### src/rtl/fetch_queue.sv
// Instruction fetch front end: issues fetch requests to a zero-wait-capable
// instruction memory, buffers up to two returned words with their addresses,
// handles branch redirects (including a request already in flight), and stops
// fetching after a halt opcode until the next redirect.
module fetch_queue #(
  parameter logic [15:0] RESET_PC = 16'h0000,
  parameter logic [15:0] BUBBLE   = 16'h0000
) (
  input  logic        clk,
  input  logic        rst,
  input  logic        stall,
  input  logic        br_taken,
  input  logic [15:0] br_target,
  input  logic        mem_ready,
  input  logic [15:0] mem_rdata,
  output logic        mem_req,
  output logic [15:0] mem_addr,
  output logic [15:0] instr,
  output logic        instr_valid,
  output logic [15:0] instr_pc,
  output logic [15:0] instr_pc_plus2,
  output logic        halted
);

  typedef enum logic [1:0] {
    FETCH,
    DROP,
    HALTED
  } state_t;

  state_t      state;
  logic [1:0]  count;
  logic [15:0] q_word [2];
  logic [15:0] q_pc   [2];
  logic [15:0] fetch_pc;
  logic [15:0] drop_addr;

  logic        push;
  logic        pop;
  logic [15:0] br_addr;

  // Request/queue-head outputs and the push/pop decisions for this cycle.
  always_comb begin
    mem_req        = 1'b0;
    mem_addr       = fetch_pc;
    instr_valid    = (count != 2'd0);
    instr          = BUBBLE;
    instr_pc       = '0;
    halted         = (state == HALTED) && (count == 2'd0);
    br_addr        = {br_target[15:1], 1'b0};
    case (state)
      FETCH:   mem_req = (count < 2'd2);
      DROP: begin
        mem_req  = 1'b1;
        mem_addr = drop_addr;
      end
      default: mem_req = 1'b0;
    endcase
    if (instr_valid) begin
      instr    = q_word[0];
      instr_pc = q_pc[0];
    end
    instr_pc_plus2 = instr_pc + 16'd2;
    push = (state == FETCH) && mem_req && mem_ready && !br_taken;
    pop  = instr_valid && !stall && !br_taken;
  end

  // FSM, fetch address and two-entry queue; a redirect overrides everything else.
  always_ff @(posedge clk or posedge rst) begin
    if (rst) begin
      state     <= FETCH;
      count     <= '0;
      fetch_pc  <= RESET_PC;
      drop_addr <= '0;
      q_word[0] <= '0;
      q_word[1] <= '0;
      q_pc[0]   <= '0;
      q_pc[1]   <= '0;
    end else if (br_taken) begin
      count    <= '0;
      fetch_pc <= br_addr;
      case (state)
        FETCH: begin
          // A request still waiting on memory must be retired before refetching.
          if (mem_req && !mem_ready) begin
            state     <= DROP;
            drop_addr <= fetch_pc;
          end else begin
            state <= FETCH;
          end
        end
        DROP:    state <= mem_ready ? FETCH : DROP;
        default: state <= FETCH;
      endcase
    end else begin
      if (pop && push) begin
        // Entry 1 (if any) moves to the head; the new word lands behind it.
        if (count == 2'd1) begin
          q_word[0] <= mem_rdata;
          q_pc[0]   <= fetch_pc;
        end else begin
          q_word[0] <= q_word[1];
          q_pc[0]   <= q_pc[1];
          q_word[1] <= mem_rdata;
          q_pc[1]   <= fetch_pc;
        end
      end else if (pop) begin
        q_word[0] <= q_word[1];
        q_pc[0]   <= q_pc[1];
        count     <= count - 2'd1;
      end else if (push) begin
        if (count == 2'd0) begin
          q_word[0] <= mem_rdata;
          q_pc[0]   <= fetch_pc;
        end else begin
          q_word[1] <= mem_rdata;
          q_pc[1]   <= fetch_pc;
        end
        count <= count + 2'd1;
      end

      if (push) begin
        fetch_pc <= fetch_pc + 16'd2;
        if (mem_rdata[15:12] == 4'hF) begin
          state <= HALTED;
        end
      end

      if ((state == DROP) && mem_ready) begin
        state <= FETCH;
      end
    end
  end

endmodule

### config.mk
export PLATFORM = sky130hd
export DESIGN_NAME = fetch_queue
export DESIGN_NICKNAME = d
export VERILOG_FILES = /design/src/rtl/fetch_queue.sv
export SDC_FILE = /design/constraint.sdc
export NUM_CORES = 1
export LEC_CHECK = 0
export ABC_AREA = 0
export CAP_MARGIN = 10
export CORE_ASPECT_RATIO = 2
export CORE_MARGIN = 4
export CORE_UTILIZATION = 52
export CTS_CLUSTER_SIZE = 8
export DETAILED_ROUTE_END_ITERATION = 6
export GPL_ROUTABILITY_DRIVEN = 0
export PLACE_DENSITY = 0.86
export SYNTH_ARGS = -nofsm -noshare
export SYNTH_HDL_FRONTEND = slang
export SYNTH_SLANG_ARGS = --single-unit
### constraint.sdc
create_clock -name clk -period 3.96 [get_ports clk]
set_input_delay 0.792 -clock clk [delete_from_list [all_inputs] [get_ports clk]]
set_output_delay 0.792 -clock clk [all_outputs]
set_load 0.005 [all_outputs]
Yosys cells after proc, flatten, opt, wreduce, memory -nomap -nowiden

Index checks and enable logic that the tools add are counted.

Reduce and logical (&&, ||, !) cells: 27
Equal/unequal tests: 8
Add/sub/neg operators: 4
Bitwise gates (word level): 1
$lt $le $gt $ge: 1
$mul: 0
Muxes and demuxes: 33
Shift-type cells: 0
Divide/modulo/power cells: 0

Operators by type and width:

| cell                                                  | count |
|---|---|
| 2-to-1 mux 16 bit                                     | 17 |
| 2-to-1 mux 32 bit                                     | 4 |
| adder 16 x 2 -> 16 bit, second input constant         | 2 |
| 2-to-1 mux 2 bit                                      | 8 |
| nonzero test 3 bit                                    | 5 |
| logical AND 1 bit                                     | 9 |
| inequality test 2 bit, second input constant          | 3 |
| AND reduction 3 bit                                   | 2 |
| nonzero test 2 bit                                    | 3 |
| AND reduction 5 bit                                   | 1 |
| == test 2 x 1 -> 1 bit, second input constant         | 2 |
| == test 4 bit, second input constant                  | 1 |
| logical NOT 2 bit                                     | 2 |
| case mux 2 bit (2 select lines)                       | 1 |
| AND reduction 2 bit                                   | 2 |
| logical NOT 1 bit                                     | 3 |
| adder 2 x 1 -> 2 bit, second input constant           | 1 |
| == test 2 bit, second input constant                  | 1 |
| < comparator 2 bit, second input constant             | 1 |
| 2-to-1 mux 1 bit                                      | 2 |
| inequality test 2 x 1 -> 1 bit, second input constant | 1 |
| case mux 1 bit (2 select lines)                       | 1 |
| subtractor 2 x 1 -> 2 bit, second input constant      | 1 |
| NOT 1 bit                                             | 1 |

Register bits: 100
ROM bits: 0
Memories: 0
Bits in writable memories: 0
Input bits: 37
Output and inout port bits: 67
Logic and storage cells: 82
Bits in latches: 0

Logic depth before layout (Yosys ltp)

Gate-level depths: netlist (run 1).

Depth after elaboration: 9
Gate-level depth with buffers: 13
Mapped depth without buffers: 10

Least setup slack after synthesis (run 1)

No wires, ideal clock.

Path type: register -> output
Start point: reg count[1]
End point: out instr_pc_plus2[15]
Path buffers: 3
Cell stages (with the launch flop): 14
Arrival: 2.595 ns
Path slack: 0.573 ns
Cell sequence: dfrtp_1 -> inv_1 -> ha_1 -> clkbuf_1 -> clkbuf_1 -> buf_1 -> inv_1 -> nand2_1 -> inv_1 -> ha_1 -> nand3_1 -> nor2_1 -> nand4_1 -> xnor2_1

Cells in the longest elaborated chain, start to end: 3

RTL lines:

| what                   | line | source |
|---|---|---|
| start, declared        | 32   | `logic [1:0] count;` |
| start signal, assigned | 110  | `count <= count - 2'd1;` |
| start signal, assigned | 119  | `count <= count + 2'd1;` |
| nonzero test 2 bit     | 46   | `instr_valid = (count != 2'd0);` |
| net instr_valid        | 19   | `output logic instr_valid,` |
| 2-to-1 mux 16 bit      | 59   | `if (instr_valid) begin` |
| net instr_pc[1]        | 20   | `output logic [15:0] instr_pc,` |
| adder 16 x 2 -> 16 bit | 63   | `instr_pc_plus2 = instr_pc + 16'd2;` |
| end, declared          | 21   | `output logic [15:0] instr_pc_plus2,` |

The timed path passes the listed nets, and every way through them passes these cells.

Final worst setup path (run 1)

Start point: reg count[1]
End point: out instr_pc_plus2[7]

Cells in the longest elaborated chain, start to end: 3

RTL lines:

| what                   | line |
|---|---|
| nonzero test 2 bit     | 46 |
| 2-to-1 mux 16 bit      | 59 |
| adder 16 x 2 -> 16 bit | 63 |

No other way between the ends.

==> results of run 1 <==
power breakdown:
| part | switching (uW) | internal (uW) |
|---|---|---|
| Combinational | 822 | 1350 |
| Clock | 357 | 525 |
| Sequential | 292 | 1400 |
tightest hold or removal path, stage by stage (launching register included):
cell and delay (ps):
dfrtp_1 340, nand2_1 50, o21ai_0 60
layout make-up:
class	instances	area [sq um]	share of cell area
well taps	130	163	0.0250
clock inverters	2	37.5	0.00577
flip-flops and latches	96	2400	0.370
clock buffers	14	264	0.0406
inverters	10	40.0	0.00616
multi-input cells	306	2510	0.387
repair buffers	109	1080	0.166
worst paths after layout:
kind,start,to,slack (ps),cells past startpoint
max reg2reg,count[1],q_word[31],1320,7
min,drop_addr[13],drop_addr[13],490,2
min in group asynchronous,rst,q_word[10],890,2
max,count[1],instr_pc_plus2[7],230,10
min reg2reg,drop_addr[13],drop_addr[13],490,2
max in group asynchronous,rst,q_pc[29],2390,3
cell usage after synthesis, types with 2 or more instances:
cell type  count
dfrtp_1       96
mux2_2        68
nand2_1       34
nor2b_1       32
o21ai_0       25
mux2_4        24
xnor2_1       20
clkbuf_1      19
nor2_1        16
inv_1         10
nand2b_1      10
nand3_1       10
o221a_2       10
nand4_1        7
nor4_1         6
xor2_1         6
mux2i_1        5
nor3_1         5
a21oi_1        4
buf_6          4
ha_1           4
and3_1         3
buf_4          3
or3_1          3
buf_1          2
per-stage QoR:
stage / hold WS (ps) / instances / area [sq um] / power, uW / setup slack (ps)
global route: 512 / 667 / 6500 / 5010 / 38.4
global placement: 457 / 651 / 6190 / 3770 / 531
detailed placement: 471 / 651 / 6190 / 3880 / 408
CTS: 487 / 667 / 6490 / 4780 / 30.1
finish: 486 / 667 / 6500 / 4750 / 232
floorplan: 444 / 441 / 5070 / 2880 / 573
registers in the layout, summed over array words and instances, names as in the netlist:
| signal | flops |
|---|---|
| state | 2 |
| q_pc | 30 |
| fetch_pc | 15 |
| count | 2 |
| q_word | 32 |
| drop_addr | 15 |
layer usage:
metal,vias up,routed length [um],track usage
met2,104,6830,0.395
met4,0,410,0.110
met1,1816,4400,0.226
met5,-,0,0
li1,1711,-,-
met3,30,413,0.0378
layout by cell type (no fill, tap or decap), types with 2 or more instances in the layout:
master	n
o221a_2	10
xnor2_1	20
mux2_2	68
nand3_1	10
nor2_4	2
nor2b_1	32
and3_1	3
nor3_1	5
clkbuf_16	9
buf_4	9
o21ai_0	25
inv_1	9
dfrtp_1	95
or3_1	3
nand4_1	7
nand2b_1	10
mux2_4	24
xor2_1	6
nor2_1	14
mux2i_1	5
ha_1	3
clkdlybuf4s50_1	99
clkbuf_1	3
clkbuf_8	2
conb_1	3
a21oi_1	4
nand2_1	34
nor4_1	6
cells by family after synthesis:
kind of cell | share of synthesized area
xor+xnor | 0.0449
mux | 0.232
flops | 0.474
compound gates | 0.0598
simple gates | 0.141
fa+ha+maj | 0.00988
buf+inv | 0.0373
other cells | 0.000740
==> impl_metrics.json, run 1 <==
{
  "leakage_uw": 0.00268,
  "die_h_um": 148,
  "ys_seq_elements": 96,
  "synth_async_sr_flop_share": 1.00,
  "row_count": 50,
  "vdd.ir_drop.worst_mv": 0.365,
  "endpoint_kind": "output port",
  "status": "complete, no violations",
  "ys_types": 38,
  "worst-setup-path-type": "reg -> out",
  "fin_util": 0.688,
  "period_share": 0.941,
  "post_cts_buffers": 0,
  "critPathMaxStageDelay_ps": 530,
  "synth_edf_count": 0,
  "fmax_mhz": 268,
  "grt_max_degree": 51,
  "syn_avg_cell_area_sq_um": 11.5,
  "initial_core_util": 0.536,
  "numCtsBuffers": 9,
  "final.setup_skew_ps": 7.28,
  "worstPathArrival_ps": 2940,
  "seq_area_frac_synth": 0.474,
  "hold_path.class": "reg -> reg",
  "cts_tree": "built",
  "area_delta_synth_final_pct": 28.3,
  "synth_flop_cell": "dfrtp_1",
  "io_pins": 104,
  "portBuffers": 99,
  "clockRootBuffer": "clkbuf_16",
  "drv_slew": 0,
  "synth_top_cell_by_area": "dfrtp_1",
  "setup_viol": 0,
  "synthTopCellsByArea": "dfrtp_1, mux2_2, mux2_4",
  "cts-resized-gates": 0,
  "start_kind": "register",
  "avgRoutedWirePerCell_um": 18.1,
  "syn_inst": 439,
  "antenna_found_initial": 0,
  "vias": 3661,
  "worstPathCellList": "inv_1, ha_2, inv_1, nand2_1, inv_1, ha_1, nand3_1, or3_1, a21oi_1, clkdlybuf4s50_1",
  "clockBufferDepth": 2,
  "netlist.area_leader.share": 0.474,
  "firstDrtPassIters": 4,
  "required_ps": 3170,
  "clk_pin_slew_ps": 60,
  "drv_cap": 0,
  "syn_area_sq_um": 5070,
  "slew_headroom": 0.569,
  "cp_max_fo": 7,
  "layout_min_cycle_time_ps": 3730,
  "powerDensity_nw_per_um2": 731,
  "nFillCells": 682,
  "critPathBufInv": 4,
  "cts_hold_buf": 0,
  "grt_overflow": 0,
  "viasPerCell": 5.49,
  "worstSkewPairLatency_ps": 340,
  "critPathSlowestCell": "clkdlybuf4s50_1",
  "h-tree-depth": 3,
  "yosys_warnings": 0,
  "rsz0062_at_grt": "false",
  "first_global_vias": 3858,
  "grt_pass1_wl_um": 19200,
  "dp_hpwl_um": 8550,
  "dieArea_sq_um": 11500,
  "n_antenna_cell": 0,
  "remaining_drc_errors": 0,
  "routed_wl_um": 12100,
  "drive_above_1_share": 0.250,
  "die-width_um": 77.8,
  "cpMostUsedCell": "inv_1",
  "setup_tns_ps": 0,
  "clock-sinks": 96,
  "fin_nets": 573,
  "cp_top_family": "buffers and inverters",
  "core_area_sq_um": 9450,
  "finalHoldViolCount": 0,
  "ant_nets": 0,
  "drt-initial-drc-count": 226,
  "worst_pin_slew_ps": 647,
  "grtUsageTotal": 0.214
}
No activity file was read; power rests on OpenSTA's default activity.
==> run 2, diff against run 1 <==
--- a/config.mk
+++ b/config.mk
@@ -9,11 +9,11 @@
 export CAP_MARGIN = 10
 export CORE_ASPECT_RATIO = 2
 export CORE_MARGIN = 4
-export CORE_UTILIZATION = 52
+export CORE_UTILIZATION = 41
 export CTS_CLUSTER_SIZE = 8
 export DETAILED_ROUTE_END_ITERATION = 6
 export GPL_ROUTABILITY_DRIVEN = 0
-export PLACE_DENSITY = 0.86
+export PLACE_DENSITY_LB_ADDON = 0.12
 export SYNTH_ARGS = -nofsm -noshare
 export SYNTH_HDL_FRONTEND = slang
 export SYNTH_SLANG_ARGS = --single-unit
==> impl_metrics.json, run 2 (synthesis results as in run 1) <==
{
  "row_count": 57,
  "drv_slew": 0,
  "grtUsageTotal": 0.175,
  "clockRootBuffer": "clkbuf_16",
  "setup_viol": 0,
  "use_met3": 0.0318,
  "slew_headroom": 0.562,
  "die_h_um": 165,
  "firstDrtPassIters": 4,
  "regMostFlops": "q_word",
  "critical_path.startpoint": "count[1]",
  "ant_nets": 0,
  "cts_tree": "built",
  "layout_min_cycle_time_ps": 3650,
  "dp_slack_ps": 428,
  "area_delta_synth_final_pct": 28.5,
  "clockBufferDepth": 2,
  "numCtsBuffers": 9,
  "cp_max_fo": 7,
  "hold_path.class": "reg -> reg",
  "clock-sinks": 96,
  "viasPerCell": 5.23,
  "vdd.ir_drop.worst_mv": 0.341,
  "leakage_uw": 0.00269,
  "top_regs": "q_word: 32 flops, q_pc: 30 flops",
  "setup_tns_ps": 0,
  "grt_pass1_wl_um": 19400,
  "initial_core_util": 0.418,
  "h-tree-depth": 3,
  "avgRoutedWirePerCell_um": 17.1,
  "worst_pin_slew_ps": 657,
  "period_share": 0.922,
  "grt_overflow": 0,
  "fmax_mhz": 274,
  "nFillCells": 1133,
  "grt_max_degree": 53,
  "vias": 3583,
  "drt-initial-drc-count": 142,
  "cts_hold_buf": 0,
  "rsz0062_at_grt": "false",
  "routed_wl_um": 11700,
  "die-width_um": 86.6,
  "first_global_vias": 3851,
  "clk_pin_slew_ps": 60,
  "endpoint_kind": "output port",
  "met2_usage": 0.316,
  "n_antenna_cell": 0,
  "fin_ws_ps": 307,
  "worst-setup-path-type": "reg -> out",
  "powerDensity_nw_per_um2": 721,
  "worstSkewPairLatency_ps": 340,
  "start_kind": "register",
  "final_cell_mix": "clkdlybuf4s50_1, dfrtp_1, mux2_2, nand2_1, nor2b_1",
  "multi_input_area_sq_um": 2510,
  "seq_area_sq_um": 2400,
  "layout.cells.most_common": "clkdlybuf4s50_1",
  "met1_usage": 0.204,
  "status": "complete, no violations",
  "core_area_sq_um": 12100,
  "final.setup_skew_ps": 5.94,
  "required_ps": 3170,
  "worstPathArrival_ps": 2860,
  "min_from": "q_pc[9]",
  "finalHoldViolCount": 0,
  "portBuffers": 99,
  "dp_hpwl_um": 8500,
  "drive_above_1_share": 0.255,
  "dieArea_sq_um": 14300,
  "worstReg2RegStart": "state[1]",
  "antenna_found_initial": 0,
  "fin_nets": 574,
  "io_pins": 104,
  "remaining_drc_errors": 0,
  "drv_cap": 0,
  "largest_register_ffs": 32,
  "grt.busiest_layer": "met2"
}
-- run 2: worst paths after layout --
path | endpoint | slack [ps] | cells after the start
max reg2reg | q_word[11] | 1340 | 4
min reg2reg | q_pc[9] | 480 | 2
min in group asynchronous | q_word[10] | 890 | 2
min | q_pc[9] | 480 | 2
max | instr_pc_plus2[15] | 310 | 11
max in group asynchronous | q_pc[25] | 2240 | 3
-- run 2: metrics by stage --
stage	instances	utilization	area, sq um	hold slack, ps	total power [uW]
2_1_floorplan	441	-	5070	444	2880
3_3_place_gp	669	0.512	6210	456	3800
3_5_place_dp	669	0.512	6210	467	3870
4_1_cts	685	0.537	6500	483	4760
5_1_grt	685	0.537	6510	507	5030
6_report	685	0.537	6510	478	4690
-- run 2: final cells by class --
type / instances / share of cell area
multi-input combinational: 306 / 0.385
sequential: 96 / 0.369
timing repair buffer: 110 / 0.165
clock buffer: 11 / 0.0373
tap: 147 / 0.0283
clock inverter: 5 / 0.00865
inverter: 10 / 0.00615
-- run 2: layer usage --
metal,up-vias,routed length (um)
met5,-,0
li1,1719,-
met1,1765,4640
met3,14,478
met2,85,6430
met4,0,191
-- run 2: where the power goes --
group          switching [uW]  total (uW)  internal (uW)
logic                     802        2150           1350
registers                 272        1680           1400
clock network             362         868            506
-- run 2: worst max-delay path: stages (launching register included) --
cell,delay [ps]
dfrtp_2,440
inv_1,100
ha_2,230
inv_1,80
nand2_1,70
inv_1,80
ha_1,200
nand3_1,210
nor2_2,280
nand4_1,140
xnor2_1,150
clkdlybuf4s50_1,520
-- run 2: what timing repair did --
action,4_1_cts,5_1_grt
buffers inserted,0,0
endpoints found under the setup margin,0,5
resized for setup,0,2
hold endpoints to repair,0,0
